**config.mk**
```make
export PLATFORM = sky130hd
export DESIGN_NAME = level_fifo_flat
export DESIGN_NICKNAME = d
export VERILOG_FILES = /design/src/rtl/uart_fifo_pkg.sv /design/src/rtl/level_fifo_if.sv /design/src/rtl/fifo_ram.sv /design/src/rtl/level_fifo.sv /design/src/flat_wrapper.sv
export SDC_FILE = /design/constraint.sdc
export NUM_CORES = 1
export LEC_CHECK = 0
export ABC_AREA = 1
export CORE_AREA = 2 2 74 69
export CTS_CLUSTER_SIZE = 10
export DETAILED_ROUTE_END_ITERATION = 6
export DIE_AREA = 0 0 76 71
export PLACE_DENSITY = 0.73
export SYNTH_ARGS = -nofsm -noshare
export SYNTH_HDL_FRONTEND = slang
export SYNTH_HIERARCHICAL = 1
export SYNTH_SLANG_ARGS = --single-unit
```
**constraint.sdc**
```tcl
create_clock -name CLK_I -period 3.3 [get_ports CLK_I]
set_clock_uncertainty 0.15 [all_clocks]
set_input_delay 0.33 -clock CLK_I [delete_from_list [all_inputs] [get_ports CLK_I]]
set_output_delay 0.33 -clock CLK_I [all_outputs]
set_load 0.005 [all_outputs]
```
**src/rtl/uart_fifo_pkg.sv**
```systemverilog
// Shared types for the UART / debug-transport FIFOs.
// Status flags bundle and a pointer-width helper.
package uart_fifo_pkg;

    typedef struct packed {
        logic full;
        logic empty;
        logic half;
        logic afull;
        logic aempty;
    } fifo_status_t;

    // Bits needed to hold a count of 0..depth inclusive.
    function automatic int cnt_bits(input int depth);
        return $clog2(depth + 1);
    endfunction

endpackage

```
**src/rtl/level_fifo_if.sv**
```systemverilog
// Request/response bundle of level_fifo.
// master drives requests, slave is the FIFO.
interface level_fifo_if #(
    parameter int DBITS = 8,
    parameter int ABITS = 2
);
    logic             FLUSH_I;
    logic             CLR_ERR_I;
    logic             WE_I;
    logic [DBITS-1:0] W_DATA_I;
    logic             RE_I;
    logic [DBITS-1:0] R_DATA_O;
    logic             FULL_O;
    logic             EMPTY_O;
    logic             HALF_FULL_O;
    logic             ALMOST_FULL_O;
    logic             ALMOST_EMPTY_O;
    logic [ABITS:0]   COUNT_O;
    logic             OVERFLOW_O;
    logic             UNDERFLOW_O;

    modport master (
        output FLUSH_I, CLR_ERR_I, WE_I, W_DATA_I, RE_I,
        input  R_DATA_O, FULL_O, EMPTY_O, HALF_FULL_O,
        input  ALMOST_FULL_O, ALMOST_EMPTY_O, COUNT_O,
        input  OVERFLOW_O, UNDERFLOW_O
    );

    modport slave (
        input  FLUSH_I, CLR_ERR_I, WE_I, W_DATA_I, RE_I,
        output R_DATA_O, FULL_O, EMPTY_O, HALF_FULL_O,
        output ALMOST_FULL_O, ALMOST_EMPTY_O, COUNT_O,
        output OVERFLOW_O, UNDERFLOW_O
    );
endinterface

```
**src/rtl/fifo_ram.sv**
```systemverilog
// DEPTH x DBITS storage for level_fifo.
// Registered write port, asynchronous read port.
module fifo_ram #(
    parameter int DBITS = 8,
    parameter int ABITS = 2
) (
    input  logic             CLK_I,
    input  logic             we,
    input  logic [ABITS-1:0] waddr,
    input  logic [DBITS-1:0] wdata,
    input  logic [ABITS-1:0] raddr,
    output logic [DBITS-1:0] rdata
);
    localparam int DEPTH = 1 << ABITS;

    logic [DBITS-1:0] mem [DEPTH];

    // Store the accepted word; contents are deliberately not reset.
    always_ff @(posedge CLK_I) begin
        if (we) begin
            mem[waddr] <= wdata;
        end
    end

    assign rdata = mem[raddr];
endmodule

```
**src/rtl/level_fifo.sv**
```systemverilog
// FWFT synchronous FIFO with occupancy count, level flags,
// synchronous flush and sticky overflow/underflow flags.
module level_fifo
    import uart_fifo_pkg::*;
#(
    parameter int DBITS    = 8,
    parameter int ABITS    = 2,
    parameter int AF_LEVEL = 3,
    parameter int AE_LEVEL = 1
) (
    input  logic        CLK_I,
    input  logic        RST_NI,
    level_fifo_if.slave bus
);
    localparam int DEPTH = 1 << ABITS;
    localparam int PW    = cnt_bits(DEPTH);

    localparam logic [PW-1:0] WRAP_C = PW'(DEPTH);
    localparam logic [PW-1:0] HALF_C = PW'(DEPTH / 2);
    localparam logic [PW-1:0] AF_C   = PW'(AF_LEVEL);
    localparam logic [PW-1:0] AE_C   = PW'(AE_LEVEL);

    if (AE_LEVEL < 0 || AE_LEVEL >= AF_LEVEL || AF_LEVEL > DEPTH) begin : g_cfg_err
        $error("level_fifo: need 0 <= AE_LEVEL < AF_LEVEL <= DEPTH");
    end

    logic [PW-1:0]    wr_ptr;
    logic [PW-1:0]    rd_ptr;
    logic [PW-1:0]    count;
    logic             ovf_q;
    logic             unf_q;
    logic             run;
    logic             rd_acc;
    logic             wr_acc;
    logic             ovf_set;
    logic             unf_set;
    logic [DBITS-1:0] ram_rdata;
    fifo_status_t     st;

    assign count = wr_ptr - rd_ptr;

    // Decode all level flags from the registered pointers only.
    always_comb begin
        st        = '0;
        st.empty  = (wr_ptr == rd_ptr);
        st.full   = ((wr_ptr ^ rd_ptr) == WRAP_C);
        st.half   = (count >= HALF_C);
        st.afull  = (count >= AF_C);
        st.aempty = (count <= AE_C);
    end

    // A flush swallows both requests without raising any error.
    assign run     = !bus.FLUSH_I;
    assign rd_acc  = run & bus.RE_I & !st.empty;
    assign wr_acc  = run & bus.WE_I & (!st.full | rd_acc);
    assign ovf_set = run & bus.WE_I & !wr_acc;
    assign unf_set = run & bus.RE_I & !rd_acc;

    // Pointer advance, flush and sticky error bookkeeping.
    always_ff @(posedge CLK_I or negedge RST_NI) begin
        if (!RST_NI) begin
            wr_ptr <= '0;
            rd_ptr <= '0;
            ovf_q  <= 1'b0;
            unf_q  <= 1'b0;
        end else if (bus.FLUSH_I) begin
            wr_ptr <= '0;
            rd_ptr <= '0;
            ovf_q  <= 1'b0;
            unf_q  <= 1'b0;
        end else begin
            if (wr_acc) begin
                wr_ptr <= wr_ptr + 1'b1;
            end
            if (rd_acc) begin
                rd_ptr <= rd_ptr + 1'b1;
            end
            ovf_q <= (ovf_q & !bus.CLR_ERR_I) | ovf_set;
            unf_q <= (unf_q & !bus.CLR_ERR_I) | unf_set;
        end
    end

    fifo_ram #(
        .DBITS (DBITS),
        .ABITS (ABITS)
    ) u_ram (
        .CLK_I (CLK_I),
        .we    (wr_acc),
        .waddr (wr_ptr[ABITS-1:0]),
        .wdata (bus.W_DATA_I),
        .raddr (rd_ptr[ABITS-1:0]),
        .rdata (ram_rdata)
    );

    assign bus.R_DATA_O       = st.empty ? '0 : ram_rdata;
    assign bus.FULL_O         = st.full;
    assign bus.EMPTY_O        = st.empty;
    assign bus.HALF_FULL_O    = st.half;
    assign bus.ALMOST_FULL_O  = st.afull;
    assign bus.ALMOST_EMPTY_O = st.aempty;
    assign bus.COUNT_O        = count;
    assign bus.OVERFLOW_O     = ovf_q;
    assign bus.UNDERFLOW_O    = unf_q;
endmodule

```
**src/flat_wrapper.sv**
```systemverilog
// flat-port wrapper written by rule: the top's interface ports become plain ports
module level_fifo_flat import uart_fifo_pkg::*;
#(
    parameter int DBITS    = 8,
    parameter int ABITS    = 2,
    parameter int AF_LEVEL = 3,
    parameter int AE_LEVEL = 1
)
  (CLK_I, RST_NI, bus_FLUSH_I, bus_CLR_ERR_I, bus_WE_I, bus_W_DATA_I, bus_RE_I, bus_R_DATA_O, bus_FULL_O, bus_EMPTY_O, bus_HALF_FULL_O, bus_ALMOST_FULL_O, bus_ALMOST_EMPTY_O, bus_COUNT_O, bus_OVERFLOW_O, bus_UNDERFLOW_O);
  level_fifo_if #(.DBITS(DBITS), .ABITS(ABITS)) bus_i ();
  input  logic CLK_I;
  input  logic RST_NI;
  input wire logic [$bits(bus_i.FLUSH_I)-1:0] bus_FLUSH_I;
  input wire logic [$bits(bus_i.CLR_ERR_I)-1:0] bus_CLR_ERR_I;
  input wire logic [$bits(bus_i.WE_I)-1:0] bus_WE_I;
  input wire logic [$bits(bus_i.W_DATA_I)-1:0] bus_W_DATA_I;
  input wire logic [$bits(bus_i.RE_I)-1:0] bus_RE_I;
  output wire logic [$bits(bus_i.R_DATA_O)-1:0] bus_R_DATA_O;
  output wire logic [$bits(bus_i.FULL_O)-1:0] bus_FULL_O;
  output wire logic [$bits(bus_i.EMPTY_O)-1:0] bus_EMPTY_O;
  output wire logic [$bits(bus_i.HALF_FULL_O)-1:0] bus_HALF_FULL_O;
  output wire logic [$bits(bus_i.ALMOST_FULL_O)-1:0] bus_ALMOST_FULL_O;
  output wire logic [$bits(bus_i.ALMOST_EMPTY_O)-1:0] bus_ALMOST_EMPTY_O;
  output wire logic [$bits(bus_i.COUNT_O)-1:0] bus_COUNT_O;
  output wire logic [$bits(bus_i.OVERFLOW_O)-1:0] bus_OVERFLOW_O;
  output wire logic [$bits(bus_i.UNDERFLOW_O)-1:0] bus_UNDERFLOW_O;
  assign bus_i.FLUSH_I = bus_FLUSH_I;
  assign bus_i.CLR_ERR_I = bus_CLR_ERR_I;
  assign bus_i.WE_I = bus_WE_I;
  assign bus_i.W_DATA_I = bus_W_DATA_I;
  assign bus_i.RE_I = bus_RE_I;
  assign bus_R_DATA_O = bus_i.R_DATA_O;
  assign bus_FULL_O = bus_i.FULL_O;
  assign bus_EMPTY_O = bus_i.EMPTY_O;
  assign bus_HALF_FULL_O = bus_i.HALF_FULL_O;
  assign bus_ALMOST_FULL_O = bus_i.ALMOST_FULL_O;
  assign bus_ALMOST_EMPTY_O = bus_i.ALMOST_EMPTY_O;
  assign bus_COUNT_O = bus_i.COUNT_O;
  assign bus_OVERFLOW_O = bus_i.OVERFLOW_O;
  assign bus_UNDERFLOW_O = bus_i.UNDERFLOW_O;
  level_fifo #(.DBITS(DBITS), .ABITS(ABITS), .AF_LEVEL(AF_LEVEL), .AE_LEVEL(AE_LEVEL)) u_core (.CLK_I(CLK_I), .RST_NI(RST_NI), .bus(bus_i));
endmodule
```
## After elaboration in Yosys (flattened, before gate mapping)

Memories as Yosys holds them, arrays and structs flattened.
Cells that the tools add are included.

| word-level totals | value |
|---|---|
| register bits after elaboration | 8 |
| bits in latches | 0 |
| RAM bits | 32 |
| memory bits (read-only) | 0 |
| bits of input ports | 14 |
| output and inout port bits | 18 |
| logic and storage cells | 42 |
| memories kept | 1 |

| operators by class | value |
|---|---|
| $add $sub $neg | 3 |
| multipliers | 0 |
| divide/modulo/power cells | 0 |
| order comparisons | 3 |
| eq/ne operators | 2 |
| shifts and indexed selects | 0 |
| muxes and demuxes | 9 |
| bitwise gates (word level) | 12 |
| reductions and logical operators | 8 |

Memory list:

| name | words | bits a word | read ports | clocked after memory_dff | wr ports | RTL line | RTL |
|---|---|---|---|---|---|---|---|
| u_core.u_ram.mem | 4 | 8 | 1 | 0 | 1 | fifo_ram.sv:16 | `logic [DBITS-1:0] mem [DEPTH];` |

Operators with widths:

| cell | count |
|---|---|
| 2-to-1 mux 3 bit | 4 |
| AND 1 bit | 8 |
| 2-to-1 mux 8 bit | 1 |
| adder 3 x 1 -> 3 bit, second input constant | 2 |
| >= comparator 3 x 2 -> 1 bit, second input constant | 2 |
| logical NOT 1 bit | 6 |
| 2-to-1 mux 1 bit | 4 |
| nonzero test 2 bit | 2 |
| == test 3 bit | 1 |
| == test 3 bit, second input constant | 1 |
| less-or-equal comparator 3 x 1 -> 1 bit, second input constant | 1 |
| bitwise OR 1 bit | 3 |
| subtractor 3 bit | 1 |
| XOR 3 bit | 1 |

## Longest topological paths before layout

Gate-level depths: netlist (run 1).

| depth | value |
|---|---|
| word-level depth | 9 |
| depth in mapped cells | 9 |
| depth with buffers taken out | 9 |

## By module

The synthesis (run 1) kept the hierarchy.

By module, submodules not included:

| module | times used | cells an instance | area an instance (um^2) | seq. area each (um^2) |
|---|---|---|---|---|
| fifo_ram | 1 | 133 | 1,387.6 | 960.9 |
| level_fifo | 1 | 84 | 610.6 | 200.2 |

## Worst setup path before layout (run 1)

Ideal clock, no wire load.

| path | value |
|---|---|
| path kind | reg-to-reg |
| start point | register u_core.wr_ptr[0] |
| end point | memory u_core.u_ram.mem[0][0], enable pin |
| setup time | 0.383 ns |
| arrival | 1.795 ns |
| required time | 2.767 ns |
| path slack | 0.972 ns |
| stages on the path, launching flop included | 10 |
| buffers on the path | 0 |
| period minus slack after synthesis | 2.328 ns |
| path through | dfrtp_1 inv_1 ha_1 nand2_1 inv_1 nand3_2 nand2_2 inv_1 inv_1 nor3_1 |

| on the way | value |
|---|---|
| word-level cells in the longest chain between the ends | 7 |
| elaborated cells on any way between the ends | 10 |
| those cells by class | eq/ne: 2; mux: 2; bitwise: 4; reduce/logical: 2 |

RTL lines:

| element | RTL line | RTL |
|---|---|---|
| start, declared | level_fifo.sv:27 | `logic [PW-1:0] wr_ptr;` |
| start signal, assigned | level_fifo.sv:73 | `wr_ptr <= wr_ptr + 1'b1;` |
| XOR 3 bit / == test 3 bit (equally long branches) | level_fifo.sv:46, level_fifo.sv:45 |  |
| == test 3 bit / logical NOT 1 bit (equally long branches) | level_fifo.sv:46, level_fifo.sv:54 |  |
| logical NOT 1 bit / AND 1 bit (equally long branches) | level_fifo.sv:55, level_fifo.sv:54 |  |
| bitwise OR 1 bit * | level_fifo.sv:55 | `assign wr_acc = run & bus.WE_I & (!st.full \| rd_acc);` |
| AND 1 bit * | level_fifo.sv:55 |  |
| net u_core.wr_acc | level_fifo.sv:34 | `logic wr_acc;` |
| 2-to-1 mux 1 bit * | fifo_ram.sv:20 | `if (we) begin` |
| 2-to-1 mux 1 bit (not written as such) * | fifo_ram.sv:21 | `mem[waddr] <= wdata;` |
| end, declared | fifo_ram.sv:16 |  |

The timed path passes the listed nets; every way through them passes the cells marked *.

## Final worst setup path (run 1)

| path | value |
|---|---|
| start point | register u_core.rd_ptr[1] |
| end point | output bus_ALMOST_FULL_O |

| on the way | value |
|---|---|
| word-level cells in the longest chain between the ends | 2 |

RTL lines:

| element | RTL line | RTL |
|---|---|---|
| start, declared | level_fifo.sv:28 | `logic [PW-1:0] rd_ptr;` |
| start signal, assigned | level_fifo.sv:76 | `rd_ptr <= rd_ptr + 1'b1;` |
| subtractor 3 bit | level_fifo.sv:40 | `assign count = wr_ptr - rd_ptr;` |
| >= comparator 3 x 2 -> 1 bit | level_fifo.sv:48 | `st.afull = (count >= AF_C);` |
| end, declared | flat_wrapper.sv:22 | `output wire logic [$bits(bus_i.ALMOST_FULL_O)-1:0] bus_ALMOST_FULL_O;` |

No other way between the ends.

==> impl_metrics.json, run 1 <==
{
  "cp.arrival_ps": 2340,
  "overflow": 0,
  "critical_path_required_ps": 2820,
  "core_mm2": 0.00465,
  "grt_first_pass_wirelength_mm": 6.38,
  "grt_max_degree": 21,
  "synth_seq_area_share_pct": 58.1,
  "final_common_cell": "inv_1",
  "multi_input_area_um2": 571,
  "synth_top_area_cell": "edfxtp_1",
  "htreeDepth": 2,
  "first_global_vias": 1475,
  "vias": 1456,
  "antenna_found_initial": 0,
  "areaGrowthSynthToFinish_pct": 24.2,
  "holdBufCountCts": 0,
  "path_clk_slew_ps": 70,
  "path_class": "reg -> out",
  "wl_per_cell_um": 11.7,
  "synth_edf_count": 32,
  "start_util_pct": 42.9,
  "drv_slew": 0,
  "rsz0062_at_grt": "false",
  "p_leak_uw": 0.00120,
  "drc": 0,
  "synth_adder_area_share_pct": 3.51,
  "synthXorXnorAreaFrac_pct": 1.69,
  "peakVddDrop_mv": 0.348,
  "fill_cells": 407,
  "layout.cells.non_filler": 322,
  "dr.pass1.iters": 5,
  "avgSynthCellArea_um2": 9.21,
  "power_density_mw_per_mm2": 560,
  "tightest_slew_ps": 417,
  "ys_top_cells_by_area": "edfxtp_1, inv_1, dfrtp_1, nand2_1, nand3_1",
  "hold_viol": 0,
  "setup_viol": 0,
  "total_power_uw": 1390,
  "antenna_left": 0,
  "drt_iter0_drc": 97,
  "wl_mm": 3.76,
  "numPortBuffers": 31,
  "n_antenna_cell": 0,
  "yosys.area_share.simple_pct": 22.9,
  "worstSetupEndpointType": "primary output",
  "drive_above_1_share_pct": 8.95,
  "stdcell_area_mm2": 0.00248,
  "dpl_cell_area_mm2": 0.00239,
  "ff_latch_area_mm2": 0.00116,
  "synth_top_family_by_area": "simple AND/OR/NAND/NOR gates",
  "cts_tree": "built",
  "hpwl_mm": 2.58,
  "track_usage_pct": 15.4,
  "max_freq_mhz": 355,
  "period_share_pct": 85.5,
  "die-area_mm2": 0.00540,
  "yosys_most_used_dff": "edfxtp_1",
  "syn_inst": 217,
  "clock_sinks": 40,
  "outcome": "complete, no violations",
  "cts_setup_buffers": 0,
  "synth_top_area_share_pct": 48.1,
  "holdWs_ps": 184,
  "num_rows": 24,
  "r2r_slack_ps": 960,
  "synth_compound_area_share_pct": 0.501,
  "synthArstFlopShare_pct": 20.0,
  "syn_nets": 236,
  "cts_buffer_depth": 2,
  "cp_max_fo": 12,
  "numCtsBuffers": 5,
  "setup_tns_ps": 0,
  "cts.repair.resized": 0,
  "rr_startpoint": "u_core/rd_ptr[1]$_DFFE_PN0P_",
  "place_congestion": 0.755,
  "slew_headroom_pct": 72.2,
  "fp.dieW_um": 76,
  "boundaryPins": 32,
  "ys_seq_elements": 40,
  "ys_warn_count": 6,
  "netlist-cell-type-count": 22,
  "layout_common_cells": "inv_1, nand2_1, edfxtp_1",
  "final_nets": 275,
  "crit_start": "u_core/rd_ptr[1]$_DFFE_PN0P_",
  "dp.cells": 314,
  "vias_per_cell": 4.52,
  "die_y_um": 71,
  "cap_violations": 0,
  "critPathLaunchType": "register",
  "hold_class": "in -> async",
  "netlist_area_mm2": 0.00200,
  "cts_root_buf": "clkbuf_8",
  "synthMuxAreaShare_pct": 0,
  "finalCriticalPeriod_ps": 2820,
  "clock_latency_ps": 290
}
## cells by family (layout without fill, tap and decap cells)
family / count (synthesis) / count (layout)
AO/OA/AOI/OAI: 2 / 2
XOR/XNOR: 3 / 3
buffers and inverters: 65 / 105
adder cells (fa/ha/maj): 5 / 5
flip-flops: 40 / 40
AND/OR/NAND/NOR: 102 / 102
## per-layer routing
metal / GRT usage (%) / share of wire, %
met1: 16.7 / 44
met2: 27.6 / 48
met3: 4.34 / 6.2
met4: 8.69 / 2.2
met5: 0 / 0
## synthesized netlist by cell type (2+ instances only)
library cell,n
ha_1,4
inv_1,56
nor2_1,9
nand2_1,53
xor2_1,2
dfrtp_1,8
edfxtp_1,32
inv_2,4
buf_6,2
nand3_1,29
nor3_1,4
nand2_2,2
o21ai_0,2
nand2_4,2
## final timing paths
check,end,cells after the start
worst min register to register,u_core/bus.OVERFLOW_O$_DFF_PN0_,2
worst max register to register,u_core/u_ram/mem[1][1]$_DFFE_PP_,10
min in group CLK_I,u_core/bus.OVERFLOW_O$_DFF_PN0_,2
worst min-delay path,u_core/bus.UNDERFLOW_O$_DFF_PN0_,1
worst max-delay path,bus_ALMOST_FULL_O,6
max in group asynchronous,u_core/wr_ptr[1]$_DFFE_PN0P_,1
## through the flow
| stage | utilization (%) | setup WS, ps |
|---|---|---|
| floorplan | - | 972 |
| global placement | 51.4 | 815 |
| detailed placement | 51.4 | 773 |
| CTS | 53.3 | 442 |
| global route | 53.3 | 290 |
| finish | 53.3 | 479 |
## power breakdown
part           total [uW]  switching (uW)  internal [uW]
clock                 324             157            167
sequential            587            18.0            569
combinational         480             236            244
total                1390             411            980
## registers in the layout (all words and copies together), names as in the netlist
name and cells:
u_core/wr_ptr 3, u_core/bus.UNDERFLOW_O 1, u_core/u_ram/mem 32, u_core/rd_ptr 3, u_core/bus.OVERFLOW_O 1
## final cells by class
cell class	count	area share (%)
sequential	40	46.8
timing repair buffer	36	14.0
clock buffer	7	3.48
inverter	61	9.32
tap	65	3.28
multi-input combinational	112	23.0
clock inverter	1	0.151
## worst max-delay path: stages, from the launching register on
cell	delay [ps]
dfrtp_1	600
inv_1	150
fa_1	450
xnor2_2	240
inv_1	60
nand2_1	60
clkdlybuf4s50_1	500
Power figures use the tool's default switching activity.
==> run 2: changes to the inputs <==
--- a/config.mk
+++ b/config.mk
@@ -6,12 +6,11 @@
 export NUM_CORES = 1
 export LEC_CHECK = 0
 export ABC_AREA = 1
-export CORE_AREA = 2 2 74 69
+export CORE_AREA = 2 2 71 67
 export CTS_CLUSTER_SIZE = 10
 export DETAILED_ROUTE_END_ITERATION = 6
-export DIE_AREA = 0 0 76 71
-export PLACE_DENSITY = 0.73
+export DIE_AREA = 0 0 73 69
+export PLACE_DENSITY = 0.74
 export SYNTH_ARGS = -nofsm -noshare
 export SYNTH_HDL_FRONTEND = slang
-export SYNTH_HIERARCHICAL = 1
 export SYNTH_SLANG_ARGS = --single-unit
==> impl_metrics.json, run 2 <==
{
  "num_rows": 23,
  "first_global_vias": 1199,
  "peakVddDrop_mv": 0.310,
  "cts_tree": "built",
  "syn_inst": 174,
  "drive_above_1_share_pct": 11.3,
  "ys_seq_elements": 40,
  "comb_power_share_pct": 31.3,
  "pwr-share-clk_pct": 27.9,
  "reg_top3": "u_core.u_ram.mem x32, u_core.rd_ptr x3, u_core.wr_ptr x3",
  "power_density_mw_per_mm2": 609,
  "path_clk_slew_ps": 80,
  "switchingPower_uw": 405,
  "synth_top_area_share_pct": 51.5,
  "finalCriticalPeriod_ps": 2840,
  "synth_seq_area_share_pct": 62.3,
  "final_nets": 234,
  "netlist-cell-type-count": 22,
  "swShare_pct": 28.3,
  "setup_viol": 0,
  "synth_most_common_cell": "nor2_1",
  "synthXorXnorAreaFrac_pct": 1.81,
  "areaGrowthSynthToFinish_pct": 26.1,
  "cp.arrival_ps": 2360,
  "wl_per_cell_um": 13.2,
  "fp.dieW_um": 73,
  "seq_power_share_pct": 40.7,
  "htreeDepth": 2,
  "drv_slew": 0,
  "synth_compound_area_share_pct": 6.98,
  "avgSynthCellArea_um2": 10.7,
  "layout_common_cells": "nor2_1, edfxtp_1, clkdlybuf4s50_1",
  "p_leak_uw": 0.000958,
  "netlist_area_mm2": 0.00186,
  "yosys.area_share.simple_pct": 16.6,
  "boundaryPins": 32,
  "synthArstFlopShare_pct": 20.0,
  "clock_sinks": 40,
  "rsz0062_at_grt": "false",
  "worstSetupEndpointType": "primary output",
  "setup_tns_ps": 0,
  "outcome": "complete, no violations",
  "numPortBuffers": 31,
  "top_register": "u_core.u_ram.mem",
  "ys_top_cells_by_area": "edfxtp_1, dfrtp_1, nor2_1, ha_1, o21ai_0",
  "start_util_pct": 43.5,
  "max_freq_mhz": 352,
  "cts_root_buf": "clkbuf_8",
  "cts.repair.resized": 0,
  "grt_max_degree": 20,
  "wl_mm": 3.48,
  "ys_warn_count": 0,
  "cts_buffer_depth": 2,
  "critPathLaunchType": "register",
  "drt_iter0_drc": 79,
  "holdBufCountCts": 0,
  "synth_top_family_by_area": "simple AND/OR/NAND/NOR gates",
  "place_congestion": 0.757,
  "core_mm2": 0.00429,
  "critical_path_required_ps": 2820,
  "drc": 0,
  "syn_nets": 196,
  "n_antenna_cell": 0,
  "hpwl_mm": 2.36,
  "synthMuxAreaShare_pct": 0,
  "synth_commonest_cells": "nor2_1, edfxtp_1, inv_1",
  "hold_class": "in -> async",
  "overflow": 0,
  "largest_reg_flops": 32,
  "synth_adder_area_share_pct": 5.77,
  "clock_latency_ps": 290,
  "track_usage_pct": 15.1,
  "dr.pass1.iters": 4,
  "path_class": "reg -> out",
  "vias": 1263,
  "internal_power_uw": 1030,
  "antenna_left": 0,
  "slew_headroom_pct": 74.5,
  "r2r_slack_ps": 1110,
  "holdWs_ps": 171,
  "yosys_most_used_dff": "edfxtp_1",
  "layout.cells.non_filler": 263,
  "rr_endpoint": "u_core.u_ram.mem[3][3]$_DFFE_PP_",
  "rr_startpoint": "u_core.rd_ptr[1]$_DFFE_PN0P_",
  "reg2regPathDepth": 8,
  "die-area_mm2": 0.00504,
  "cap_violations": 0,
  "cts_setup_buffers": 0,
  "synth_edf_count": 32,
  "die_y_um": 69,
  "grt_first_pass_wirelength_mm": 5.64,
  "vias_per_cell": 4.80,
  "period_share_pct": 86.1,
  "antenna_found_initial": 0,
  "hold_viol": 0,
  "numCtsBuffers": 5,
  "cp_max_fo": 11,
  "tightest_slew_ps": 382,
  "synth_top_area_cell": "edfxtp_1",
  "dp.cells": 255,
  "final_common_cell": "nor2_1"
}
==> run 2: cell count changes in the layout (fill, tap and decap cells not counted), sizes merged, moves of 2 or more <==
cell | previous run | this run
inv | 61 | 23
o21ai | 2 | 18
clkbuf | 7 | 5
nand2 | 57 | 17
a21oi | 0 | 8
ha | 4 | 7
nor2 | 10 | 38
nor3 | 4 | 0
nand3 | 30 | 14
==> run 2: worst max path at each step <==
stage                                       startpoint                          endpoint  slack (ps)  depth (start not counted)
after detailed placement  u_core.rd_ptr[1]$_DFFE_PN0P_                   bus_R_DATA_O[1]         760                          8
after global placement    u_core.rd_ptr[1]$_DFFE_PN0P_                   bus_R_DATA_O[5]         810                          8
after global routing      u_core.rd_ptr[1]$_DFFE_PN0P_                   bus_R_DATA_O[4]         230                          8
after CTS                 u_core.rd_ptr[1]$_DFFE_PN0P_                   bus_R_DATA_O[1]         420                          8
final                     u_core.rd_ptr[1]$_DFFE_PN0P_                   bus_R_DATA_O[1]         460                          8
after floorplan           u_core.rd_ptr[1]$_DFFE_PN0P_  u_core.u_ram.mem[0][0]$_DFFE_PP_        1170                          8
==> run 2: kinds of logic after synthesis <==
logic type,after synthesis
xor+xnor,3
compound gates,26
simple gates,70
buf+inv,27
flops,40
fa+ha+maj,8
==> run 2: worst max-delay path, stage by stage (launching register included) <==
cell and delay, ps:
dfrtp_1 560, inv_2 200, ha_1 300, nand2_1 70
inv_1 80, nand2_4 100, inv_2 100, a21oi_1 140
clkdlybuf4s50_1 520
==> run 2: per-stage QoR <==
step	utilization [%]	power [uW]	setup WS (ps)	cell area (um2)
floorplan	-	820	1170	1860
global placement	52.1	1040	805	2240
detailed placement	52.1	1050	756	2240
CTS	54.8	1450	423	2350
global route	54.8	1520	227	2350
finish	54.8	1430	459	2350
==> run 2: cell type report <==
class,count,area [um2]
clock buffer,5,68.8
timing repair buffer,36,348
sequential,40,1160
clock inverter,3,46.3
tap,50,62.6
fill,357,1940
multi-input combinational,107,582
inverter,22,82.6
==> run 2: routing by layer <==
metal	up-vias	routed length, um	global-route usage (%)
met5	-	0	0
met4	0	34	6.17
met3	2	157	3.95
met2	36	1690	23.6
met1	572	1600	19.6
li1	653	-	-
==> run 2: power groups by stage <==
stage	registers [uW]	clock network (uW)	logic, uW
5_1_grt	587	429	501
2_1_floorplan	590	0	230
3_3_place_gp	594	0	446
4_1_cts	584	408	455
3_5_place_dp	595	0	452
6_report	584	400	449
==> run 3: changes to the inputs <==
--- a/config.mk
+++ b/config.mk
@@ -6,10 +6,10 @@
 export NUM_CORES = 1
 export LEC_CHECK = 0
 export ABC_AREA = 1
-export CORE_AREA = 2 2 71 67
+export CORE_AREA = 8 8 77 73
 export CTS_CLUSTER_SIZE = 10
 export DETAILED_ROUTE_END_ITERATION = 6
-export DIE_AREA = 0 0 73 69
+export DIE_AREA = 0 0 85 81
 export PLACE_DENSITY = 0.74
 export SYNTH_ARGS = -nofsm -noshare
 export SYNTH_HDL_FRONTEND = slang
==> impl_metrics.json, run 3 (synthesis results as in run 2) <==
{
  "outcome": "complete, no violations",
  "vias_per_cell": 4.94,
  "cp_top_family": "buffers and inverters",
  "setup_tns_ps": 0,
  "numPortBuffers": 31,
  "fp.dieW_um": 85,
  "track_usage_pct": 11.4,
  "dp.cells": 255,
  "slew_headroom_pct": 71.9,
  "critPathLaunchType": "register",
  "critical_path_required_ps": 2820,
  "first_global_vias": 1271,
  "cts_root_buf": "clkbuf_8",
  "reg_top3": "u_core.u_ram.mem x32, u_core.rd_ptr x3, u_core.wr_ptr x3",
  "cap_violations": 0,
  "power_density_mw_per_mm2": 581,
  "vias": 1298,
  "drt_iter0_drc": 111,
  "ff_latch_area_mm2": 0.00116,
  "final_nets": 234,
  "place_congestion": 0.762,
  "drc": 0,
  "worstPathCellList": "inv_2 > ha_1 > nand2_1 > inv_1 > nand2_4 > inv_2 > a21oi_1 > clkdlybuf4s50_1",
  "fill_cells": 375,
  "period_share_pct": 89.3,
  "rsz0062_at_grt": "false",
  "cts_setup_buffers": 0,
  "overflow": 0,
  "setup_viol": 0,
  "final_common_cell": "nor2_1",
  "holdWs_ps": 179,
  "maxUsedRoutingLayer": "met4",
  "wl_met1_mm": 1.55,
  "clock_latency_ps": 290,
  "met2_wirelength_mm": 1.76,
  "layout.cells.non_filler": 263,
  "start_util_pct": 43.5,
  "die_y_um": 81,
  "drive_above_1_share_pct": 10.8,
  "max_freq_mhz": 339,
  "largest_reg_flops": 32,
  "num_rows": 23,
  "wl_mm": 3.65,
  "total_power_uw": 1350,
  "tightest_slew_ps": 420,
  "path_clk_slew_ps": 80,
  "core_mm2": 0.00429,
  "dr.pass1.iters": 4,
  "p_leak_uw": 0.000941,
  "n_antenna_cell": 0,
  "htreeDepth": 2,
  "cp.arrival_ps": 2470,
  "holdBufCountCts": 0,
  "cts_tree": "built",
  "cts_buffer_depth": 2,
  "layout_common_cells": "nor2_1, edfxtp_1, clkdlybuf4s50_1",
  "areaGrowthSynthToFinish_pct": 24.6,
  "critPathSlowestCell": "dfrtp_1",
  "path_class": "reg -> out",
  "cp_common_cell": "inv_2",
  "multi_input_area_um2": 582,
  "finalCriticalPeriod_ps": 2950,
  "peakVddDrop_mv": 0.382,
  "cp_max_fo": 11,
  "boundaryPins": 32,
  "drv_slew": 0,
  "worst-path-buf-inv": 4,
  "die-area_mm2": 0.00689,
  "wl_met3_um": 265,
  "grt_max_degree": 20,
  "worstSetupEndpointType": "primary output",
  "cts.repair.resized": 0,
  "antenna_left": 0,
  "hold_viol": 0,
  "hpwl_mm": 2.67,
  "wl_per_cell_um": 13.9,
  "top_register": "u_core.u_ram.mem",
  "antenna_found_initial": 0,
  "hold_class": "in -> async",
  "numCtsBuffers": 5,
  "grt_first_pass_wirelength_mm": 6.04,
  "clock_sinks": 40,
  "slowest_delay_ps": 600
}
[run 3: cell types whose count changed in the layout (fill, tap and decap cells not counted), sizes merged]
cell	change
bufinv	-1
clkinv	+1
inv	-1
clkinvlp	+1
[run 3: per-layer routing]
metal	vias to the layer above	GRT usage, %
met3	6	4.54
met2	40	18.9
met4	0	5.15
met1	600	12.8
met5	-	0
li1	652	-
[run 3: worst paths after layout]
path / cells past startpoint / slack, ps / endpoint / from
max: 8 / 350 / bus_R_DATA_O[0] / u_core.rd_ptr[1]$_DFFE_PN0P_
min: 1 / 180 / u_core.bus.OVERFLOW_O$_DFF_PN0_ / RST_NI
max reg2reg: 8 / 780 / u_core.u_ram.mem[2][0]$_DFFE_PP_ / u_core.rd_ptr[1]$_DFFE_PN0P_
min reg2reg: 2 / 370 / u_core.bus.OVERFLOW_O$_DFF_PN0_ / u_core.bus.OVERFLOW_O$_DFF_PN0_
max in group asynchronous: 1 / 2530 / u_core.wr_ptr[0]$_DFFE_PN0P_ / RST_NI
min in group CLK_I: 2 / 370 / u_core.bus.OVERFLOW_O$_DFF_PN0_ / u_core.bus.OVERFLOW_O$_DFF_PN0_
[run 3: metrics by stage]
step | area, um2 | setup slack (ps) | utilization (%)
floorplan | 1860 | 1170 | -
global placement | 2240 | 765 | 52.1
detailed placement | 2240 | 730 | 52.1
CTS | 2320 | 383 | 54.2
global route | 2320 | 223 | 54.2
finish | 2320 | 352 | 54.2
[run 3: report_power, final]
group | internal (uW) | switching (uW)
Clock | 146 | 168
Combinational | 231 | 220
Sequential | 568 | 16.7
Total | 945 | 404
[run 3: final cells by class]
| class | count | share of cell area [%] |
|---|---|---|
| timing repair buffer | 36 | 15.0 |
| sequential | 40 | 50.0 |
| clock inverter | 3 | 0.808 |
| inverter | 22 | 3.55 |
| multi-input combinational | 107 | 25.0 |
| tap | 50 | 2.69 |
| clock buffer | 5 | 2.96 |
==> variant: new RTL, flow settings as in run 3 <==
`DBITS` is set to 8 in 4 places; all go to 12.
--- a/src/rtl/level_fifo_if.sv
+++ b/src/rtl/level_fifo_if.sv
@@ -1,7 +1,7 @@
 // Request/response bundle of level_fifo.
 // master drives requests, slave is the FIFO.
 interface level_fifo_if #(
-    parameter int DBITS = 8,
+    parameter int DBITS = 12,
     parameter int ABITS = 2
 );
     logic             FLUSH_I;
--- a/src/rtl/fifo_ram.sv
+++ b/src/rtl/fifo_ram.sv
@@ -1,7 +1,7 @@
 // DEPTH x DBITS storage for level_fifo.
 // Registered write port, asynchronous read port.
 module fifo_ram #(
-    parameter int DBITS = 8,
+    parameter int DBITS = 12,
     parameter int ABITS = 2
 ) (
     input  logic             CLK_I,
--- a/src/rtl/level_fifo.sv
+++ b/src/rtl/level_fifo.sv
@@ -3,7 +3,7 @@
 module level_fifo
     import uart_fifo_pkg::*;
 #(
-    parameter int DBITS    = 8,
+    parameter int DBITS    = 12,
     parameter int ABITS    = 2,
     parameter int AF_LEVEL = 3,
     parameter int AE_LEVEL = 1
--- a/src/flat_wrapper.sv
+++ b/src/flat_wrapper.sv
@@ -1,7 +1,7 @@
 // flat-port wrapper written by rule: the top's interface ports become plain ports
 module level_fifo_flat import uart_fifo_pkg::*;
 #(
-    parameter int DBITS    = 8,
+    parameter int DBITS    = 12,
     parameter int ABITS    = 2,
     parameter int AF_LEVEL = 3,
     parameter int AE_LEVEL = 1
Ports: changed (resized bus_R_DATA_O and bus_W_DATA_I); port bits go from 32 to 40. The function was not compared with the original's and may differ.
==> variant against run 3 <==
Cell count increased by 20%; critical path depth unchanged; area after synthesis increased by 34%; utilization increased by 17 points; final area increased by 31%; sequential share of layout area increased by 4.0 points; register-to-register slack improved by 0.37 ns; setup slack improved by 0.079 ns; routed wire length increased by 38%; sequential power increased by 40%; largest power group unchanged; synthesized cell count increased by 28%; sequential cell count increased by 16; total power increased by 33%.
==> variant: results <==
[outcome]
outcome = finished, final reports clean

[yosys]
synth_area_leaders = edfxtp_1, dfrtp_1, nor2_1
synth_nets = 248
ys_top_cells_by_count = nor2_1, edfxtp_1, o21ai_0, inv_1, nand2_1
synth-edff-count = 48
ys_seq_area_share_pct = 65.5
ys_types = 24
yosys_most_used_dff = edfxtp_1
yosys_warnings = 0
async_flop_share_pct = 14.3

[placement]
dpl.hpwl_mm = 3.36
port_buffers = 39
gp_congestion = 0.767

[global_route]
grtUsageTotal_pct = 15.4
grt_pass1_vias = 1691
antenna_found_initial = 0
grt_max_degree = 26
grt.met1_usage_pct = 18.4
grt_use_met3_pct = 4.84
grt_util_met2_pct = 25.6
grt_pass1_wl_mm = 8.29

[min_path]
hold_class = input port to async pin

[setup_path]
cp.arrival_ns = 2.39
path_max_fanout = 10
crit_family = buffers and inverters
slowest_stage = dfrtp_1
rrSetupSlack_ns = 1.15
max_stage_delay_ns = 0.55

[cells_and_area]
diodes = 0
fillCellCount = 348
drive_gt1_share_pct = 11.7
reg_top3 = u_core.u_ram.mem (48), u_core.rd_ptr (3), u_core.wr_ptr (3)
layout.nets = 291

[clocking]
htree_levels = 2
clkLatencyLatePin_ns = 0.30
clkTransAtPathRegs_ns = 0.09
clockBufferDepth = 2
clock_sinks = 56
cts_buffers = 5
clock-root-buffer = clkbuf_8
post_cts_buffers = 0
post_cts_resized = 0

[pwr]
p_leak_nw = 1.17
peakVddDrop_mv = 0.346

[sta]
relSlewSlack_pct = 74.6

[routing]
via_per_inst = 5.32
drtPass1Iterations = 4
initialDrtViolationCount = 118
wl_per_cell_um = 15.9
==> variant: changes by cell type after synthesis, sizes merged <==
cell,before,now
nor2,38,54
buf,5,8
edfxtp,32,48
o21ai,18,26
a21oi,8,12
clkbuf,0,1
==> variant: path summary, 6_finish.rpt <==
path,start,end,cells past startpoint
hold / removal,RST_NI,u_core.wr_ptr[2],1
min in group CLK_I,u_core.bus.OVERFLOW_O,u_core.bus.OVERFLOW_O,2
hold reg to reg,u_core.bus.OVERFLOW_O,u_core.bus.OVERFLOW_O,2
setup / recovery,u_core.rd_ptr[0],bus_HALF_FULL_O,8
max in group asynchronous,RST_NI,u_core.wr_ptr[0],1
setup reg to reg,u_core.rd_ptr[1],u_core.u_ram.mem[1][5],8
==> variant: metal layers <==
layer  vias up  routed length (µm)
met5         -                   0
met4         0                  59
met3         7                 294
met2        38                2460
met1       803                2210
li1        832                   -
==> variant: cell families after synthesis <==
family	Yosys count	share of synthesized area, %
AO/OA/AOI/OAI	38	8.94
XOR/XNOR	3	1.05
adder cells (fa/ha/maj)	8	4.29
buffers and inverters	31	5.74
flip-flops	56	65.5
AND/OR/NAND/NOR	86	14.5
==> variant: cell type report <==
class / instances / share of cell area (%)
Tap cell: 50 / 2.06
Multi-Input combinational cell: 135 / 23.7
Timing Repair Buffer: 45 / 14.3
Sequential cell: 56 / 54.0
Clock buffer: 7 / 2.84
Clock inverter: 1 / 0.247
Inverter: 22 / 2.80
==> variant: report_power, final <==
part           switching, mW  internal (mW)  total [mW]
registers             0.0204          0.798       0.819
logic                  0.301          0.294       0.595
clock network          0.213          0.171       0.384
total                  0.534           1.26        1.80
==> variant: metrics by stage <==
step | hold slack, ns | area (µm²) | setup WS [ns] | instances | total power, mW
floorplan | -0.116 | 2510 | 0.940 | 222 | 1.15
global placement | 0.352 | 2950 | 0.806 | 308 | 1.43
detailed placement | 0.351 | 2950 | 0.751 | 308 | 1.44
CTS | 0.155 | 3040 | 0.407 | 316 | 1.81
global route | 0.170 | 3040 | 0.261 | 316 | 1.90
finish | 0.150 | 3040 | 0.431 | 316 | 1.80
